==> src/rtl/exit_uart_reporter.sv <==
// Transmits "EXIT=" + 8 hex digits of the captured exit code + terminator over an 8N1 UART.
// Define EXIT_UART_REPORTER_CRLF_EN for a CR LF terminator (15 chars); default is LF only (14 chars).
module exit_uart_reporter #(
    parameter int CLK_FREQ_HZ = 50000000,
    parameter int BAUD_RATE   = 115200
) (
    input  logic        clk_i,
    input  logic        rst_i,
    input  logic        exit_valid_i,
    input  logic [31:0] exit_value_i,
    output logic        uart_tx_o,
    output logic        busy_o,
    output logic        done_o,
    output logic [31:0] exit_code_o,
    output logic        pass_o
);

    localparam int CLKS_PER_BIT = CLK_FREQ_HZ / BAUD_RATE;
    localparam int CW = (CLKS_PER_BIT < 2) ? 1 : $clog2(CLKS_PER_BIT);
    localparam logic [CW-1:0] RELOAD = CW'(CLKS_PER_BIT - 1);
`ifdef EXIT_UART_REPORTER_CRLF_EN
    localparam int MSG_LEN = 15;
`else
    localparam int MSG_LEN = 14;
`endif
    localparam logic [3:0] CHAR_LAST = 4'(MSG_LEN - 1);

    generate
        if (CLKS_PER_BIT < 2) begin : g_bad_baud
            $error("exit_uart_reporter: CLK_FREQ_HZ / BAUD_RATE must be at least 2");
        end
    endgenerate

    typedef enum logic [2:0] {IDLE, START, DATA, STOP, NEXT, DONE} state_t;

    state_t         state_q, state_d;
    logic [CW-1:0]  baudCnt_q, baudCnt_d;
    logic [2:0]     bitIdx_q, bitIdx_d;
    logic [3:0]     charIdx_q, charIdx_d;
    logic [31:0]    exitCode_q, exitCode_d;
    logic           txLine_q, txLine_d;
    logic           armed_q;
    logic [7:0]     curChar;

    // Message character at a given index; hex digits are taken MSB nibble first.
    function automatic logic [7:0] charAt(input logic [3:0] idx, input logic [31:0] code);
        logic [31:0] shifted;
        logic [3:0]  nib;
        shifted = code << {(idx - 4'd5), 2'b00};
        nib     = shifted[31:28];
        charAt  = 8'h0A;
        case (idx)
            4'd0:  charAt = 8'h45;
            4'd1:  charAt = 8'h58;
            4'd2:  charAt = 8'h49;
            4'd3:  charAt = 8'h54;
            4'd4:  charAt = 8'h3D;
            4'd5, 4'd6, 4'd7, 4'd8, 4'd9, 4'd10, 4'd11, 4'd12:
                charAt = (nib < 4'd10) ? (8'h30 + {4'b0, nib}) : (8'h37 + {4'b0, nib});
`ifdef EXIT_UART_REPORTER_CRLF_EN
            4'd13: charAt = 8'h0D;
`endif
            default: charAt = 8'h0A;
        endcase
    endfunction

    // Release of rst_i passes through one flop, so capture is first possible on the second clock.
    always_ff @(posedge clk_i or posedge rst_i) begin
        if (rst_i) armed_q <= 1'b0;
        else       armed_q <= 1'b1;
    end

    always_ff @(posedge clk_i or posedge rst_i) begin
        if (rst_i) begin
            state_q    <= IDLE;
            baudCnt_q  <= '0;
            bitIdx_q   <= '0;
            charIdx_q  <= '0;
            exitCode_q <= '0;
            txLine_q   <= 1'b1;
        end else begin
            state_q    <= state_d;
            baudCnt_q  <= baudCnt_d;
            bitIdx_q   <= bitIdx_d;
            charIdx_q  <= charIdx_d;
            exitCode_q <= exitCode_d;
            txLine_q   <= txLine_d;
        end
    end

    always_comb begin
        state_d    = state_q;
        baudCnt_d  = baudCnt_q;
        bitIdx_d   = bitIdx_q;
        charIdx_d  = charIdx_q;
        exitCode_d = exitCode_q;
        case (state_q)
            IDLE: begin
                if (armed_q && exit_valid_i) begin
                    exitCode_d = exit_value_i;
                    state_d    = START;
                    baudCnt_d  = RELOAD;
                    bitIdx_d   = '0;
                    charIdx_d  = '0;
                end
            end
            START: begin
                if (baudCnt_q == '0) begin
                    state_d   = DATA;
                    baudCnt_d = RELOAD;
                    bitIdx_d  = '0;
                end else begin
                    baudCnt_d = baudCnt_q - CW'(1);
                end
            end
            DATA: begin
                if (baudCnt_q == '0) begin
                    baudCnt_d = RELOAD;
                    if (bitIdx_q == 3'd7) state_d = STOP;
                    else                  bitIdx_d = bitIdx_q + 3'd1;
                end else begin
                    baudCnt_d = baudCnt_q - CW'(1);
                end
            end
            STOP: begin
                if (baudCnt_q == '0) state_d = NEXT;
                else                 baudCnt_d = baudCnt_q - CW'(1);
            end
            NEXT: begin
                if (charIdx_q == CHAR_LAST) begin
                    state_d = DONE;
                end else begin
                    charIdx_d = charIdx_q + 4'd1;
                    state_d   = START;
                    baudCnt_d = RELOAD;
                end
            end
            DONE:    state_d = DONE;
            default: state_d = IDLE;
        endcase
    end

    // The line level is computed from the next state so the registered output lines up with it.
    always_comb begin
        curChar  = charAt(charIdx_d, exitCode_q);
        txLine_d = 1'b1;
        case (state_d)
            START:   txLine_d = 1'b0;
            DATA:    txLine_d = curChar[bitIdx_d];
            default: txLine_d = 1'b1;
        endcase
    end

    assign uart_tx_o   = txLine_q;
    assign busy_o      = (state_q != IDLE) && (state_q != DONE);
    assign done_o      = (state_q == DONE);
    assign exit_code_o = exitCode_q;
    assign pass_o      = done_o && (exitCode_q == 32'd0);

endmodule
==> config.mk <==
export PLATFORM = sky130hd
export DESIGN_NAME = exit_uart_reporter
export DESIGN_NICKNAME = d
export VERILOG_FILES = /design/src/rtl/exit_uart_reporter.sv
export SDC_FILE = /design/constraint.sdc
export NUM_CORES = 1
export LEC_CHECK = 0
export ABC_AREA = 1
export CAP_MARGIN = 20
export CORE_MARGIN = 10
export CORE_UTILIZATION = 52
export CTS_CLUSTER_SIZE = 16
export DETAILED_ROUTE_END_ITERATION = 10
export GPL_TIMING_DRIVEN = 0
export PLACE_DENSITY = 0.91
export SETUP_SLACK_MARGIN = 0.02
export SLEW_MARGIN = 15
export SYNTH_ARGS = -nofsm -noshare
export SYNTH_HDL_FRONTEND = slang
export SYNTH_SLANG_ARGS = --single-unit
==> constraint.sdc <==
create_clock -name clk_i -period 4.6 [get_ports clk_i]
set_clock_uncertainty 0.05 [all_clocks]
set_input_delay 0.69 -clock clk_i [delete_from_list [all_inputs] [get_ports clk_i]]
set_output_delay 0.69 -clock clk_i [all_outputs]
set_load 0.01 [all_outputs]
Yosys cells after proc, flatten, opt, wreduce, memory -nomap -nowiden
Index checks and enable logic that the tools add are counted.

storage, ports and cells
  register bits = 53
  input bits = 35
  output and inout bits = 36

operators by class
  add/subtract/negate cells = 6
  magnitude comparators = 2
  eq/ne operators = 25
  shift operators = 1
  muxes and demuxes = 25
  reductions and logical operators = 13

operator list
  kind                                                                number
  7-bit one-hot mux with 6 select lines                               1
  9-bit two-way mux                                                   4
  9-bit one-hot mux with 4 select lines                               1
  32-bit zero test                                                    1
  32-bit by 6-bit << shifter with 32-bit output                       1
  3-bit two-way mux                                                   10
  4-bit == test, second input constant                                6
  3-bit one-hot mux with 6 select lines                               1
  4-bit by 3-bit == test with 1-bit output, second input constant     4
  6-bit by 4-bit adder with 7-bit output, first input constant        2
  3-bit by 2-bit == test with 1-bit output, second input constant     3
  3-bit == test, second input constant                                3
  9-bit zero test                                                     1
  3-bit one-hot mux with 3 select lines                               1
  9-bit by 1-bit subtractor with 9-bit output, second input constant  1
  4-bit by 2-bit == test with 1-bit output, second input constant     2
  4-bit two-way mux                                                   2
  4-bit one-hot mux with 2 select lines                               1
  8-bit OR reduction                                                  1
  7-bit two-way mux                                                   1
  3-bit by 1-bit == test with 1-bit output, second input constant     2
  2-bit != test, second input constant                                3
  4-bit by 1-bit adder with 4-bit output, second input constant       1
  4-bit by 1-bit == test with 1-bit output, second input constant     1
  other kinds (16)                                                    18

Logic depth before layout (Yosys ltp)
  word-level depth = 11
  depth in mapped cells = 31

Worst setup path after synthesis
OpenSTA, ideal clock, no wires.

  kind = input to register
  from = input port exit_valid_i
  to = register txLine_q (netlist: uart_tx_o)
  setup time = 0.078 ns
  arrival time = 3.260 ns
  data required time = 4.472 ns
  setup slack = 1.212 ns
  stages = 25
  path buffers = 3
  cells stage by stage = nand2_1 a21oi_4 nand3_4 nand2_4 buf_8 buf_12 ha_1 clkbuf_8 inv_1 o21ai_0 a21oi_1 o21ai_0 nor2_1 inv_1 ha_1 nand2_1 inv_1 o21bai_1 nand2_1 nand2_1 nand2_1 nand3_1 nand3_1 nand2_1 nand2_1

on the way
  longest elaborated chain between the ends = 11
  elaborated cells on any way between the ends = 33
  classes of those cells = add/sub (3); order compare (1); eq/ne (14); shift (1); mux (11); reduce/logical (3)

RTL lines
  what                                                                          RTL line  source
  start: declaration                                                            9         input logic exit_valid_i,
  1-bit logical AND *                                                           99        if (armed_q && exit_valid_i) begin
  4-bit two-way mux                                                             99
  4-bit one-hot mux with 2 select lines                                         97        case (state_q)
  4-bit by 3-bit subtractor with 4-bit output                                   49        shifted = code << {(idx - 4'd5), 2'b00};
  32-bit by 6-bit << shifter with 32-bit output                                 49
  6-bit by 4-bit adder with 7-bit output or 4-bit < comparator (tied branches)  59        charAt = (nib < 4'd10) ? (8'h30 + {4'b0, nib}) : (8'h37 + {4'b0, nib});
  7-bit two-way mux                                                             59
  7-bit one-hot mux with 6 select lines                                         52        case (idx)
  1-bit binary-select mux with 3-bit select                                     149       DATA: txLine_d = curChar[bitIdx_d];
  1-bit two-way mux (not written as such)                                       149
  1-bit one-hot mux with 2 select lines *                                       147       case (state_d)
  named net txLine_d                                                            41        logic txLine_q, txLine_d;
  end signal: assignment                                                        87        txLine_q <= txLine_d;
  end: declaration                                                              41

Mark *: on every way through the listed nets, which the timed path passes. The rest lies on a longest branch. The select of a mux whose other input is x is not followed.
A chain may end at the register's enable or synchronous reset.

Final worst setup path
Same ends and word-level chain as after synthesis.

==> flow_summary.json <==
{
  "cp_common_cell": "nand2_1",
  "synth_nets": 516,
  "postCtsHoldBufs": 0,
  "grt_pass1_vias": 3487,
  "clk_pin_slew_ns": 0.10,
  "critPathMaxFanout": 11,
  "final.fill_count": 536,
  "async_flop_share_pct": 100.0,
  "drc": 0,
  "relSlewSlack_pct": 51.82,
  "cpMaxStageDelayCell": "clkdlybuf4s50_1",
  "critPathCaptureType": "register",
  "ctsResizeCount": 0,
  "status": "finished, final reports clean",
  "track_usage_pct": 18.70,
  "post_drt_wl_per_cell_um": 14.68,
  "slew_violations": 0,
  "area_growth_pct": 27.11,
  "antenna_found_initial": 0,
  "fmax_mhz": 244.2,
  "crit_arrival_ns": 4.30,
  "routed_wl_um": 9220,
  "rsz0062_at_grt": "no",
  "grt_max_degree": 29,
  "cp-start-kind": "input pin",
  "start_util_pct": 53.62,
  "clock_latency_ns": 0.32,
  "holdWs_ns": 0.4488,
  "drt-pass1-iter-count": 5,
  "die_h_um": 101.2,
  "hold_viol_final": 0,
  "synth_seq_cells": 53,
  "worst_path_largest_cell_delay_ns": 0.45,
  "fin_tns_setup_ns": 0,
  "io_buffers": 70,
  "final_common_cell": "nand2_1",
  "syn_area_per_cell_um2": 7.255,
  "static-leakage-power_nw": 2.106,
  "cts_buffer_depth": 2,
  "synth_edf_count": 0,
  "crit_type": "input pin to register",
  "synthFlopType": "dfrtp_1",
  "ioPinCount": 71,
  "cp_top_family": "simple AND/OR/NAND/NOR gates",
  "yosysSeqAreaShare_pct": 38.77,
  "gp_congestion": 0.9158,
  "cts-root-buf": "clkbuf_8",
  "grt_overflow": 0,
  "drive_gt1_share_pct": 7.804,
  "diodes": 0,
  "yosysWarnings": 0,
  "utilization_pct": 68.16,
  "rows": 29,
  "core-area_mm2": 0.006386,
  "power_density_mw_per_mm2": 534.4,
  "die_width_um": 101.2,
  "cts_made_buffers": 5,
  "ir_drop_mv": 0.3154,
  "post_cts_buffers": 0,
  "ant_nets": 0,
  "fin_crit_sh_pct": 89.04,
  "hp-class": "register to register",
  "htreeDepth": 2,
  "syn_inst": 472,
  "nets": 594,
  "vias_per_cell": 5.412,
  "cts.sinks": 53,
  "first_iter_violations": 203,
  "cts_tree": "yes",
  "hpwlAfterDp_um": 7379,
  "crit_buf_inv": 7,
  "critPathRequiredTime_ns": 4.80,
  "vias": 3399,
  "worst_pin_slew_ns": 0.7200,
  "maxCapViolations": 0,
  "grt_pass1_wl_um": 15860,
  "synth.distinct_cells": 38,
  "syn_area_mm2": 0.003425,
  "setup_violations": 0,
  "post-route-min-period_ns": 4.096,
  "layout_common_cells": "nand2_1, inv_1, clkdlybuf4s50_1, dfrtp_1, o21ai_0",
  "dieArea_mm2": 0.01023
}
[cells in the mapped netlist (2+ instances only)]
master,instances,area share [%]
nor4_1,5,0.91
a21oi_1,7,1.0
nand2_4,7,2.3
nand2_1,126,14
nor3_1,8,1.2
inv_2,2,0.22
nand4_1,11,2.0
nand3_1,44,6.4
o21ai_0,48,7.0
nand2_2,8,1.5
nand3b_1,2,0.44
nor2_1,34,3.7
o22ai_1,2,0.37
nor2_8,2,1.2
o211ai_1,3,0.66
inv_1,72,7.9
nand3_2,5,1.5
o31ai_1,2,0.44
clkbuf_1,6,0.66
dfrtp_1,52,38
ha_1,9,3.3
[cell type report]
cell class	instances	area [um2]	share of cell area (%)
Inverter	76	289.0	6.640
Tap cell	77	96.34	2.213
Buffer	9	71.32	1.638
Sequential cell	53	1328	30.50
Clock inverter	2	38.79	0.8911
Clock buffer	6	72.57	1.667
Multi-Input combinational cell	334	1737	39.90
Timing Repair Buffer	71	720.7	16.56
[final timing paths]
check | startpoint | end | cells after the start | slack (ns)
max reg2reg | charIdx_q[1] | uart_tx_o | 28 | 0.57
max in group asynchronous | rst_i | exit_code_o[20] | 3 | 3.27
max | exit_valid_i | uart_tx_o | 26 | 0.50
min reg2reg | baudCnt_q[2] | baudCnt_q[2] | 1 | 0.45
min in group asynchronous | rst_i | exit_code_o[10] | 2 | 0.70
min | baudCnt_q[2] | baudCnt_q[2] | 1 | 0.45
[logic make-up (layout without fill, tap and decap cells)]
group / count (synthesis) / after routing / synth area share, %
compound gates: 68 / 68 / 11.07
xor+xnor: 2 / 2 / 0.5116
fa+ha+maj: 9 / 9 / 3.288
simple gates: 254 / 254 / 35.73
other cells: 1 / 1 / 0.1095
buf+inv: 85 / 164 / 10.52
flops: 53 / 53 / 38.77
[per-stage QoR]
step | instance area (um2) | instances | power (mW) | setup slack [ns]
after floorplan | 3425 | 472 | 1.510 | 1.212
after global placement | 4222 | 619 | 1.948 | 0.3388
after detailed placement | 4242 | 620 | 1.995 | 0.2534
after CTS | 4353 | 628 | 2.327 | 0.5625
after global routing | 4353 | 628 | 2.516 | 0.1759
final | 4353 | 628 | 2.326 | 0.5042
[sequential cells by signal, indices dropped and copies added (netlist names)]
| name | flops |
|---|---|
| exit_code_o | 32 |
| armed_q | 1 |
| charIdx_q | 4 |
| baudCnt_q | 9 |
| uart_tx_o | 1 |
| state_q | 3 |
| bitIdx_q | 3 |
[layer usage]
metal,vias up,wire [um],global-route usage [%]
li1,1671,-,-
met1,1606,3679,20.52
met2,101,4723,33.15
met3,21,643,6.399
met4,0,174,5.788
met5,-,0,0
[power breakdown]
group	switching (mW)	total (mW)	internal, mW
sequential	0.118	0.744	0.626
clock	0.162	0.326	0.165
combinational	0.715	1.26	0.541
total	0.995	2.33	1.33
Power figures use the tool's default switching activity.
